--- config.mk ---
export PLATFORM = sky130hd
export DESIGN_NAME = rams_arbiter
export DESIGN_NICKNAME = d
export VERILOG_FILES = /design/src/rtl/rams_arbiter.sv
export SDC_FILE = /design/constraint.sdc
export NUM_CORES = 1
export LEC_CHECK = 0
export BUFFER_PORTS_ARGS = -buffer_cell sky130_fd_sc_hd__buf_2
export CORE_MARGIN = 2
export CORE_UTILIZATION = 32
export CTS_CLUSTER_DIAMETER = 30
export DETAILED_ROUTE_END_ITERATION = 8
export PLACE_DENSITY = 0.75
export SETUP_SLACK_MARGIN = 0.05
export SLEW_MARGIN = 5
export SYNTH_ARGS = -nofsm -noshare
export SYNTH_HDL_FRONTEND = slang
export SYNTH_SLANG_ARGS = --single-unit
--- constraint.sdc ---
create_clock -name clk -period 1.5 [get_ports clk]
set_input_delay 0.15 -clock clk [delete_from_list [all_inputs] [get_ports clk]]
set_output_delay 0.15 -clock clk [all_outputs]
set_load 0.03 [all_outputs]
--- src/rtl/rams_arbiter.sv ---
// Round-robin arbiter sharing one single-port RAM among NREQ_ valid/ready requesters,
// with a per-beat lock for atomic read-modify-write and a registered read response.
module rams_arbiter #(
  parameter int NREQ_ = 2,
  parameter int DATA_ = 8,
  parameter int ADDR_ = 8
) (
  input  logic                   clk,
  input  logic                   rst_n,
  input  logic [NREQ_-1:0]       req_valid,
  output logic [NREQ_-1:0]       req_ready,
  input  logic [NREQ_-1:0]       req_we,
  input  logic [NREQ_-1:0]       req_lock,
  input  logic [NREQ_*ADDR_-1:0] req_addr,
  input  logic [NREQ_*DATA_-1:0] req_din,
  output logic [NREQ_-1:0]       rsp_valid,
  output logic [DATA_-1:0]       rsp_data,
  output logic                   ram_ena,
  output logic                   ram_we,
  output logic [ADDR_-1:0]       ram_addr,
  output logic [DATA_-1:0]       ram_din,
  input  logic [DATA_-1:0]       ram_dout
);

  localparam int PW = (NREQ_ > 1) ? $clog2(NREQ_) : 1;

  typedef enum logic {ARB, LOCKED} state_e;

  state_e            state_q, state_d;
  logic [PW-1:0]     ptr_q, ptr_d;
  logic [PW-1:0]     owner_q, owner_d;
  logic [NREQ_-1:0]  rsp_valid_q, rsp_valid_d;
  logic [DATA_-1:0]  rsp_data_q, rsp_data_d;

  logic              found;
  logic [PW-1:0]     g;
  int                idx;

  // While locked only the owner is eligible; otherwise scan from ptr with wrap.
  always_comb begin
    found = 1'b0;
    g     = '0;
    idx   = 0;
    if (state_q == LOCKED) begin
      found = req_valid[owner_q];
      g     = owner_q;
    end else begin
      for (int k = 0; k < NREQ_; k++) begin
        idx = (int'(ptr_q) + k) % NREQ_;
        if (!found && req_valid[idx]) begin
          found = 1'b1;
          g     = PW'(idx);
        end
      end
    end
  end

  always_comb begin
    req_ready   = '0;
    ram_ena     = 1'b0;
    ram_we      = 1'b0;
    ram_addr    = '0;
    ram_din     = '0;
    state_d     = state_q;
    ptr_d       = ptr_q;
    owner_d     = owner_q;
    rsp_valid_d = '0;
    rsp_data_d  = rsp_data_q;
    if (found) begin
      req_ready[g] = 1'b1;
      ram_ena      = 1'b1;
      ram_we       = req_we[g];
      ram_addr     = req_addr[g*ADDR_ +: ADDR_];
      ram_din      = req_din[g*DATA_ +: DATA_];
      if (req_lock[g]) begin
        state_d = LOCKED;
        owner_d = g;
      end else begin
        state_d = ARB;
        ptr_d   = PW'((int'(g) + 1) % NREQ_);
      end
      if (!req_we[g]) begin
        rsp_valid_d[g] = 1'b1;
        rsp_data_d     = ram_dout;
      end
    end
  end

  always_ff @(posedge clk or negedge rst_n) begin
    if (!rst_n) begin
      state_q     <= ARB;
      ptr_q       <= '0;
      owner_q     <= '0;
      rsp_valid_q <= '0;
      rsp_data_q  <= '0;
    end else begin
      state_q     <= state_d;
      ptr_q       <= ptr_d;
      owner_q     <= owner_d;
      rsp_valid_q <= rsp_valid_d;
      rsp_data_q  <= rsp_data_d;
    end
  end

  assign rsp_valid = rsp_valid_q;
  assign rsp_data  = rsp_data_q;

endmodule

# Word level (Yosys, flattened, before mapping)
# Index checks and enable logic that the tools add are counted.
[totals]
ff_bits = 13
output_inout_bits = 30
[op_classes]
addsub = 2
order_cmp = 5
n_shift = 2
mux = 28
bitwise = 3
n_reduce_logical = 6
[ops]
columns = ["operator", "count"]
rows = [
  ["$shiftx 16x5->8", 2],
  ["$mux 1", 22],
  ["$mux 8", 2],
  ["$lt 1x2->1 const B", 3],
  ["$mux 2", 3],
  ["$reduce_and 2->1", 3],
  ["$lt 2x3->1 const B", 1],
  ["$add 1x1->1 const B", 2],
  ["$logic_and 1x1->1", 2],
  ["$not 1->1", 2],
  ["$and 1x1->1 const A", 1],
  ["$demux 1 s1", 1],
  ["$ge 1x1->1 const B", 1],
  ["$logic_not 1->1", 1],
]

# Logic depth before layout (Yosys ltp)
# Gate-level depths: netlist of run 1.
[logic_depth]
depth_word = 14
depth_mapped = 5

# Worst setup path before layout of run 1
# Ideal clock, no wire load.
[synth_timing]
kind = "flip-flop to output port"
startpoint = "reg owner_q"
endpoint = "out ram_addr[2]"
arrival_ns = 1.551
t_required_ns = 1.350
path_slack_ns = -0.201
path_stages_with_launch = 6
path_cell_list = "dfrtp_1 nand2b_1 o211a_1 buf_2 buf_2 a22o_1"
[synth_between]
elab_chain_cells = 4
elab_cells_between_ends = 6
cone_classes = "shift (1); mux (5)"
[synth_rtl]
columns = ["item", "line", "text"]
rows = [
  ["start: declaration", "31", "logic [PW-1:0] owner_q, owner_d;"],
  ["start signal: assignment", "99", "owner_q <= owner_d;"],
  ["parallel branches: the longest is 3 deep, another holds $shiftx 16x5->8", "n/a", ""],
  ["$mux 8 (*)", "69", "if (found) begin"],
  ["end: declaration", "20", "output logic [ADDR_-1:0] ram_addr,"],
]
# Mark *: on every way between the ends. The select of a mux whose other input is x is not followed.

# Final worst setup path of run 1
[layout_timing]
startpoint = "reg state_q"
endpoint = "out ram_addr[0]"
[layout_between]
elab_chain_cells = 3
elab_cells_between_ends = 4
cone_classes = "shift (1); mux (3)"
[layout_rtl]
columns = ["item", "line", "text"]
rows = [
  ["start: declaration", "29", "state_e state_q, state_d;"],
  ["start signal: assignment", "97", "state_q <= state_d;"],
  ["$mux 1", "44", "if (state_q == LOCKED) begin"],
  ["$shiftx 16x5->8", "73", "ram_addr = req_addr[g*ADDR_ +: ADDR_];"],
  ["$mux 8 (*)", "69", ""],
]
# Every way passes the cells marked *; elsewhere a longest branch is shown, timed or not.

==> results of run 1 <==
[worst paths after layout]
| check | depth (start not counted) | slack [ns] | from | endpoint |
|---|---|---|---|---|
| worst min register to register | 1 | 0.52 | rsp_data[0]$_DFFE_PN0P_ | rsp_data[0]$_DFFE_PN0P_ |
| worst max register to register | 6 | -0.31 | state_q$_DFFE_PN0P_ | rsp_data[7]$_DFFE_PN0P_ |
| min in group asynchronous | 2 | 0.27 | rst_n | rsp_data[5]$_DFFE_PN0P_ |
| worst max-delay path | 5 | -0.38 | state_q$_DFFE_PN0P_ | ram_addr[0] |
| max in group asynchronous | 2 | 0.98 | rst_n | state_q$_DFFE_PN0P_ |
| worst min-delay path | 2 | 0.09 | ram_dout[1] | rsp_data[1]$_DFFE_PN0P_ |
[cells in the mapped netlist, drive strengths merged]
cell type,number,area share [%]
a22o,18,20
dfrtp,13,40
mux2,8,15
buf,4,3.6
inv,4,1.9
a21oi,2,1.2
and2,2,1.5
nand2b,2,1.5
nor2,2,0.93
nor3,2,1.2
a221oi,1,1.9
a22oi,1,2.6
mux2i,1,1.2
nand2,1,0.46
nor2b,1,0.77
nor3b,1,0.93
o211a,1,1.2
o22a,1,1.1
o2bb2a,1,1.2
o31a,1,1.1
o31ai,1,0.93
[cell usage in the layout (no fill, tap or decap), drive strengths merged, types with 4 or more instances in the layout]
cell	count
a22o	18
buf	96
clkbuf	4
dfrtp	13
inv	4
mux2	8
[sequential cells by signal, summed over array words and instances (netlist names)]
name	flops
owner_q	1
ptr_q	1
rsp_data	8
rsp_valid	2
state_q	1
[metrics by stage]
stage	total power, W	std cells	instance area, sq um	setup WS, ns
CTS	0.00242	192	1740	-0.309
floorplan	0.00149	68	938	-0.0489
global route	0.00267	196	1830	-0.412
global placement	0.00186	183	1420	-0.0449
finish	0.00258	196	1830	-0.379
detailed placement	0.00189	183	1420	-0.0774
[worst register-to-register path, stage by stage, from the launching register on]
cell and delay, ns:
dfrtp_2 0.49, buf_6 0.15, o211a_4 0.27, buf_4 0.15, a22oi_4 0.17, buf_12 0.16
mux2_4 0.30
[repair_timing]
item	in CTS	in global routing
endpoints found under the setup margin	28	30
gates resized for setup	62	7
hold buffers	1	0
setup buffers	3	3
cloned	1	1
pin swaps	18	3
endpoints found under the hold margin	13	0
[kinds of logic after synthesis]
logic type / after synthesis
DFF: 13
and+or+nand+nor: 11
AOI/OAI and AO/OA: 27
muxes: 9
buffers and inverters: 8
[area by class of cell]
| class | count | area, sq um |
|---|---|---|
| multi-input combinational | 47 | 659 |
| fill | 140 | 603 |
| clock inverter | 1 | 5.00 |
| timing repair buffer | 98 | 763 |
| clock buffer | 3 | 22.5 |
| tap | 30 | 37.5 |
| inverter | 4 | 15.0 |
| sequential | 13 | 327 |
[layer usage]
| metal | vias to the layer above | track usage (%) | part of all wire, % |
|---|---|---|---|
| li1 | 459 | - | - |
| met5 | - | 0 | 0 |
| met1 | 484 | 26.4 | 37 |
| met4 | 0 | 8.33 | 2.4 |
| met3 | 8 | 8.20 | 8.7 |
| met2 | 64 | 40.6 | 52 |
[power breakdown]
part | switching, W | internal, W
Clock | 0.000124 | 0.0000990
Combinational | 0.000883 | 0.000913
Sequential | 0.0000923 | 0.000463
Total | 0.00110 | 0.00148
==> impl_results.md, run 1 <==
- Antenna-violating nets left: 0
- Antenna violations before repair: 0
- Post-synthesis mux area share: 16.1%
- Die area: 2940 sq um
- Post-synthesis simple-gate area fraction: 7.43%
- Post-Syn Instances: approximately 70
- Setup Viol. Count Final: 29
- Slowest CP cell: dfrtp_2
- Per-cell routed wire length: 18.0 um
- First-pass GRT wire length: 4880 um
- Std-Cell Rows: 18
- Core footprint: around 2400 sq um
- Area Overhead vs Synth: 126%
- Total global-route track usage: 23.4%
- Max transition margin: 80.3%
- Number of vias per cell: 5.18
- #FFs+latches synth: 13
- WL final: 3530 um
- Number of synthesis warnings: 0
- Via count of the first global-routing pass: approximately 1000
- Post-Syn Area: 808 sq um
- Crit path cell chain: buf_6 > o211a_4 > buf_6 > a22o_4 > buf_6
- Die span in y: 54.3 um
- Adder-cell share of the synthesized area: 0%
- DRC errors left: 0
- Min Clock Period, post-route: 1.88 ns
- Critical Path End Type: output port
- Actual slew at the worst max-slew pin: ~0.3 ns
- Outcome: complete, but fails checks
- Crit Path Max Fanout: 7
- 1st-pass router iterations: 4
- Iter 0 DRT Violations: 13
- CTS tree: yes
- Buffers & Inverters on Critical Path: 3
- CP required: roughly 1.4 ns
- Failing checks: setup timing
- Vias: 1015
- Max-cap violations: 0
- Power density over the cells: around 1400 nW/um^2
- Fmax: around 0.53 GHz
- Final Max Slew Viols: 0
- Crit path kind: reg -> out
- Clock Skews: 0.00763 ns
- XOR/XNOR Fraction of Synth Area: 0%
- Final Util: 75.2%
- Port bufs: 77
- Skew-Pair Late Insertion Delay: 0.28 ns
- Yosys cell types: 23
- Setup slack after layout: -0.379 ns
- Nets@finish: 215
- Net count after synthesis: 116
- Worst path top cell family by delay: compound AO/OA/AOI/OAI gates
- Chip Width: 54.3 um
- Worst setup SP type: flop
- Syn Area/Cell: 11.9 sq um
- Max incr delay on CP: 0.49 ns
- Final hold viol count: 0
- RSZ-0062 raised after global routing: true
- Share of cells above drive strength 1: 83.1%
- Clk root buf: clkbuf_4
- Largest net degree at the start of global routing: 17
- Synth Area in Compound Gates: 30.8%
- # diodes: 0
- Final period util: 125%
- Critical Path Most Common Cell: buf_6
- Routability cong.: about 0.71
- CP Data Arrival Time: 1.73 ns
- IO Count: slightly below 80
- CTS Buffer Depth: 2
- Worst min path class: in -> reg
- Hpwl dp: 2070 um
- Starting Density: 33.2%
- P_leak: 0.984 nW
- Clk pin slew, worst setup/hold paths: 0.09 ns
- Setup Total Neg Slack: -9.17 ns
- Total grt overflow: 0
- CTS buffer count: 3
- Hold slack: between 0.09 and 0.1 ns
- # clock sinks: 13
- Worst vdd ir: 965 uV
- Largest family of logic cells by synthesized area: compound AO/OA/AOI/OAI gates
- H-tree levels: 1
- Post-synthesis sequential area ratio: a little over 40%
(Power assumes the default switching activity.)
==> inputs of run 2 (changes only) <==
--- a/config.mk
+++ b/config.mk
@@ -6,6 +6,7 @@
 export NUM_CORES = 1
 export LEC_CHECK = 0
 export BUFFER_PORTS_ARGS = -buffer_cell sky130_fd_sc_hd__buf_2
+export CORE_ASPECT_RATIO = 0.75
 export CORE_MARGIN = 2
 export CORE_UTILIZATION = 32
 export CTS_CLUSTER_DIAMETER = 30
==> run 2 against run 1 <==
  * The run still ends with setup timing left
  * Clock skew rose by 0.00087 ns
  * Clock power fell by 4%
  * Via count is 7.1% lower
  * Utilization down 2.1 points
  * Non-clock buffer count shrank 4
  * Sequential share of layout area increased by 1.3 points
  * Fmax grew 4.0%
  * Critical path type unchanged
  * Largest cell class unchanged
==> impl_results.md, run 2 (synthesis results as in run 1) <==
- Worst setup SP type: flop
- Final Util: 73.1% (-2.1 points)
- Core footprint: 2350 sq um (-3.5%)
- Iter 0 DRT Violations: 8 (-5)
- CP Data Arrival Time: 1.66 ns (-0.07 ns)
- CTS tree: yes
- H-tree levels: 1 (unchanged)
- Worst vdd ir: 864 uV (-10%)
- Critical Path End Type: output port
- Crit Path Max Fanout: 10 (+3)
- Max incr delay on CP: 0.45 ns (-0.04 ns)
- Most common cell after layout, fill and taps aside: buf_2
- P_leak: 0.910 nW (-7.5%)
- RSZ-0062 raised after global routing: true
- Setup Viol. Count Final: 28 (-3.4%)
- Fmax: 0.553 GHz (+4.0%)
- Share of cells above drive strength 1: 82.7% (-0.42 points)
- Final hold viol count: 0 (unchanged)
- Commonest non-fill, non-tap cells in the layout: buf_2 (57), buf_6 (24), dfrtp_1 (11)
- Outcome: complete, but fails checks
- Cells after DPL: 185 (+1.1%)
- WL final: 3210 um (-9.2%)
- Std-Cell Rows: 15 (-3)
- Crit path cell chain: buf_6 > nand2b_4 > o211a_4 > buf_12 > a22o_2 > buf_6
- Per-cell routed wire length: 16.4 um (-9.2%)
- Starting Density: 34.5% (+1.2 points)
- Actual slew at the worst max-slew pin: 0.320 ns (+0.0239 ns)
- Port bufs: 77 (unchanged)
- 1st-pass router iterations: 2 (-2)
- Critical Path Most Common Cell: buf_6
- Setup slack after layout: -0.308 ns (+0.0714 ns)
- Chip Width: 62.0 um (+14%)
- Hpwl dp: 2240 um (+8.1%)
- Antenna-violating nets left: 0 (unchanged)
- Total grt overflow: 0 (unchanged)
- CTS Buffer Depth: 2 (unchanged)
- # diodes: 0 (unchanged)
- Total global-route track usage: 22.3% (-1.1 points)
- Max reg flops: 8 (unchanged)
- IO Count: 78 (unchanged)
- Worst min path class: in -> reg
- Final period util: 121% (-4.8 points)
- Crit path kind: reg -> out
- Setup Total Neg Slack: -6.78 ns (+2.39 ns)
- CP required: 1.35 ns (about the same)
- Power Total: 0.00245 W (-4.7%)
- Die span in y: 47.5 um (-12%)
- Power density over the cells: 1430 nW/um^2 (+1.7%)
- CTS buffer count: 3 (unchanged)
- Worst path top cell family by delay: flip-flops
- Nets@finish: 211 (-1.9%)
- Vias: 943 (-7.1%)
- R2R setup slack: -0.21 ns (+0.10 ns)
- Max-cap violations: 0 (unchanged)
- First-pass GRT wire length: 4600 um (-5.8%)
- Slowest CP cell: dfrtp_2
- Largest net degree at the start of global routing: 14 (-3)
- Failing checks: setup timing
- Max transition margin: 78.7% (-1.6 points)
- Routability cong.: 0.763 (+7.2%)
- Number of vias per cell: 4.81 (-7.1%)
- Final Max Slew Viols: 0 (unchanged)
- # clock sinks: 13 (unchanged)
- Via count of the first global-routing pass: 1013 (-1.7%)
- Skew-Pair Late Insertion Delay: 0.28 ns (about the same)
- Area Overhead vs Synth: 112%
- Buffers & Inverters on Critical Path: 3 (unchanged)
- Clock Skews: 0.00850 ns (+0.000870 ns)
- Clk root buf: clkbuf_4
- Antenna violations before repair: 0 (unchanged)
- Clk pin slew, worst setup/hold paths: 0.08 ns (about the same)
- Min Clock Period, post-route: 1.81 ns (-0.0714 ns)
- Die area: 2950 sq um (+0.15%)
- Non-Filler Instances: 196 (unchanged)
- DRC errors left: 0 (unchanged)
- Worst slack, placed: -0.209 ns (-0.132 ns)
-- run 2: per-layer routing --
layer	track usage, %	part of all wire, %
met1	26.2	38
met2	40.8	54
met3	4.86	5.5
met4	7.66	2.2
met5	0	0
-- run 2: stage by stage --
stage | area [sq um] | hold WS, ns
final | 1710 | 0.0955
after floorplan | 938 | -0.146
after detailed placement | 1410 | 0.0545
after global routing | 1710 | 0.0860
after global placement | 1410 | 0.0456
after CTS | 1700 | 0.0912
-- run 2: path summary, 6_finish.rpt --
kind                                    startpoint                       to  cells after the start
setup / recovery               state_q$_DFFE_PN0P_              ram_addr[1]                      6
hold / removal                         ram_dout[7]  rsp_data[7]$_DFFE_PN0P_                      2
setup reg to reg               state_q$_DFFE_PN0P_  rsp_data[5]$_DFFE_PN0P_                      7
hold reg to reg            rsp_data[0]$_DFFE_PN0P_  rsp_data[0]$_DFFE_PN0P_                      1
max in group asynchronous                    rst_n      state_q$_DFFE_PN0P_                      2
min in group asynchronous                    rst_n  rsp_data[4]$_DFFE_PN0P_                      2
-- run 2: power by group --
group / switching, W / total [W] / leakage [nW] / internal [W]
registers: 0.0000821 / 0.000547 / 0.152 / 0.000465
logic: 0.000847 / 0.00169 / 0.743 / 0.000847
clock network: 0.000111 / 0.000214 / 0.0150 / 0.000103
total: 0.00104 / 0.00245 / 0.910 / 0.00141
-- run 2: what timing repair did --
item / CTS / global route
gates cloned: 2 / 0
setup endpoints to repair: 31 / 30
buffers inserted: 3 / 1
gates resized for setup: 57 / 1
pin swaps: 4 / 0
hold endpoints to repair: 13 / 0
hold buffers: 1 / 0
-- run 2: area by class of cell --
cell class	instances	area, sq um
clock buffer	4	26.3
inverter	4	15.0
fill	172	632
timing repair buffer	94	701
sequential	13	328
multi-input combinational	47	602
tap	34	42.5
==> inputs of run 3 (changes only) <==
--- a/config.mk
+++ b/config.mk
@@ -8,10 +8,12 @@
 export BUFFER_PORTS_ARGS = -buffer_cell sky130_fd_sc_hd__buf_2
 export CORE_ASPECT_RATIO = 0.75
 export CORE_MARGIN = 2
-export CORE_UTILIZATION = 32
+export CORE_UTILIZATION = 33
+export CTS_BUF_LIST = sky130_fd_sc_hd__clkbuf_2
 export CTS_CLUSTER_DIAMETER = 30
 export DETAILED_ROUTE_END_ITERATION = 8
-export PLACE_DENSITY = 0.75
+export GPL_TIMING_DRIVEN = 0
+export PLACE_DENSITY = 0.77
 export SETUP_SLACK_MARGIN = 0.05
 export SLEW_MARGIN = 5
 export SYNTH_ARGS = -nofsm -noshare
==> run 3 against run 2 <==
  * The flow still finishes with violations (setup timing)
  * Fmax shrank 4.3%
  * Global-route usage decreased by 3.8 points
  * Critical path depth shrank 1
  * Utilization grew 2.1 points
  * Design area is 1.2% higher
  * Non-clock buffer count increased by 3
  * Worst hold slack improved by 0.023 ns
==> impl_results.md, run 3 (synthesis results as in run 1) <==
- Setup slack after layout: -0.388 ns (-0.0805 ns)
- Die area: 2870 sq um (-2.8%)
- R2R setup slack: -0.22 ns (about the same)
- P_int: 0.00140 W (-0.84%)
- Switching share of power: 41.6% (-0.75 points)
- Commonest non-fill, non-tap cells in the layout: buf_2 (60), buf_6 (22), dfrtp_1 (11)
- Die span in y: 46.9 um (-1.4%)
- Number of vias per cell: 4.83 (+0.48%)
- WL final: 2870 um (-11%)
- Worst path top cell family by delay: compound AO/OA/AOI/OAI gates
- RSZ-0062 raised after global routing: true
- Max transition margin: 74.1% (-4.6 points)
- Final Util: 75.2% (+2.1 points)
- Most common cell after layout, fill and taps aside: buf_2
- Hold depth: 2 (unchanged)
- Placed Area: 1370 sq um (-2.9%)
- Worst Reg-to-Reg Cells: 7 (unchanged)
- Actual slew at the worst max-slew pin: 0.389 ns (+0.0686 ns)
- Vias: 962 (+2.0%)
- P_leak: 0.947 nW (+4.1%)
- First-pass GRT wire length: 3950 um (-14%)
- Crit Path Max Fanout: 5 (-5)
- Worst min-delay path endpoint: rsp_data[5]$_DFFE_PN0P_
- CP required: 1.35 ns (about the same)
- # clock sinks: 13 (unchanged)
- Std-Cell Rows: 15 (unchanged)
- Chip Width: 61.1 um (-1.4%)
- Iter 0 DRT Violations: 15 (+7)
- Clock Power Share: 7.2% (-1.5 points)
- Fmax: 0.530 GHz (-4.3%)
- Slowest CP cell: dfrtp_1
- Starting Density: 35.0% (+0.56 points)
- Failing checks: setup timing
- Area Overhead vs Synth: 115%
- FF+latch area: 328 sq um (unchanged)
- Max-cap violations: 0 (unchanged)
- Design Area, Final: 1740 sq um (+1.2%)
- Hpwl dp: 1880 um (-16%)
- Area of the multi-input gates: 569 sq um (-5.4%)
- CP Data Arrival Time: 1.74 ns (+0.08 ns)
- Total global-route track usage: 18.6% (-3.8 points)
- Share of cells above drive strength 1: 80.0% (-2.7 points)
- Min Clock Period, post-route: 1.89 ns (+0.0805 ns)
- # diodes: 0 (unchanged)
- Antenna-violating nets left: 0 (unchanged)
- Worst vdd ir: 729 uV (-16%)
- H-tree levels: 1 (unchanged)
- Final period util: 126% (+5.4 points)
- Core footprint: 2310 sq um (-1.6%)
- Crit path cell chain: nand2b_4 > o211a_4 > bufbuf_16 > a22o_4 > buf_6
- Filler cell count: 143 (-17%)
- Hold path start: ram_dout[5]
- Worst setup SP type: flop
- Routability cong.: 0.748 (-2.0%)
- Via count of the first global-routing pass: 947 (-6.5%)
- Net Sw Power: 0.00100 W (-3.8%)
- IO Count: 78 (unchanged)
- DRC errors left: 0 (unchanged)
- CP startpoint: ptr_q$_DFFE_PN0P_
- Total grt overflow: 0 (unchanged)
- Antenna violations before repair: 0 (unchanged)
- Clk root buf: clkbuf_2
- Max incr delay on CP: 0.42 ns (-0.03 ns)
- Max reg flops: 8 (unchanged)
- Clock Skews: 0.00438 ns (-0.00412 ns)
- Crit path kind: reg -> out
- Clk pin slew, worst setup/hold paths: 0.12 ns (+0.04 ns)
- Final hold viol count: 0 (unchanged)
- CTS tree: yes
- Power density over the cells: 1380 nW/um^2 (-3.3%)
- CTS buffer count: 3 (unchanged)
- CTS Buffer Depth: 2 (unchanged)
- Stages on the worst setup path: 5 (-1)
- Sequential cell fraction of total power: 22.5% (+0.2 points)
- Buffers & Inverters on Critical Path: 2 (-1)
- Nets@finish: 214 (+1.4%)
- 1st-pass router iterations: 4 (+2)
- Largest net degree at the start of global routing: 14 (unchanged)
- FF-to-FF End: rsp_data[3]$_DFFE_PN0P_
- Final Max Slew Viols: 0 (unchanged)
- R2r startpoint: state_q$_DFFE_PN0P_
- Hold slack: 0.118 ns (+0.0229 ns)
- Outcome: complete, but fails checks
- Critical Path End Type: output port
- Setup Viol. Count Final: 28 (unchanged)
- Worst slack, placed: -0.203 ns (+0.00690 ns)
- Logic pwr share: 70.2% (+1.2 points)
- Per-cell routed wire length: 14.4 um (-12%)
- Port bufs: 77 (unchanged)
- Power Total: 0.00240 W (-2.1%)
- Worst min path class: in -> reg
- Skew-Pair Late Insertion Delay: 0.26 ns (-0.02 ns)
-- run 3: changes by cell type in the layout (fill, tap and decap cells not counted), sizes merged --
cell    delta
bufbuf     +1
buf        +2
-- run 3: worst max-delay path by stage --
stage                               to  slack (ns)
2_1_floorplan  rsp_data[0]$_DFFE_PN0P_       -0.05
3_3_place_gp               ram_addr[4]       -0.15
3_5_place_dp                ram_din[3]       -0.20
4_1_cts                    ram_addr[2]       -0.37
5_1_grt                    ram_addr[1]       -0.46
6_report                   ram_addr[5]       -0.39
-- run 3: through the flow --
| stage | TNS (ns) | instances |
|---|---|---|
| global placement | -2.76 | 179 |
| detailed placement | -3.97 | 179 |
| finish | -8.53 | 199 |
| CTS | -8.08 | 197 |
| global route | -10.46 | 199 |
| floorplan | -0.391 | 68 |
-- run 3: power by group through the flow --
stage	Clock [W]	Sequential, W	Combinational [W]
2_1_floorplan	0	0.000721	0.000769
3_3_place_gp	0	0.000543	0.00124
3_5_place_dp	0	0.000553	0.00126
4_1_cts	0.000176	0.000540	0.00164
5_1_grt	0.000198	0.000555	0.00177
6_report	0.000174	0.000542	0.00169
-- run 3: timing repair --
item                                    in CTS  in global routing
gates cloned                                 3                  0
pin swaps                                    1                  1
gates resized for setup                     46                  3
endpoints found under the setup margin      30                 31
buffers inserted                            10                  2
hold endpoints to repair                    13                  0
hold buffers                                 1                  0
-- run 3: routing by layer --
metal | vias up | part of all wire (%) | global-route usage (%)
li1 | 458 | - | -
met1 | 447 | 39 | 20.6
met2 | 53 | 52 | 35.5
met3 | 4 | 8.3 | 5.23
met4 | 0 | 0.73 | 4.35
met5 | - | 0 | 0
-- run 3: layout make-up --
| class | count | area share (%) |
|---|---|---|
| Clock buffer | 4 | 1.15 |
| Buffer | 4 | 3.82 |
| Timing Repair Buffer | 93 | 40.0 |
| Multi-Input combinational cell | 47 | 32.8 |
| Tap cell | 34 | 2.45 |
| Inverter | 4 | 0.865 |
| Sequential cell | 13 | 18.9 |
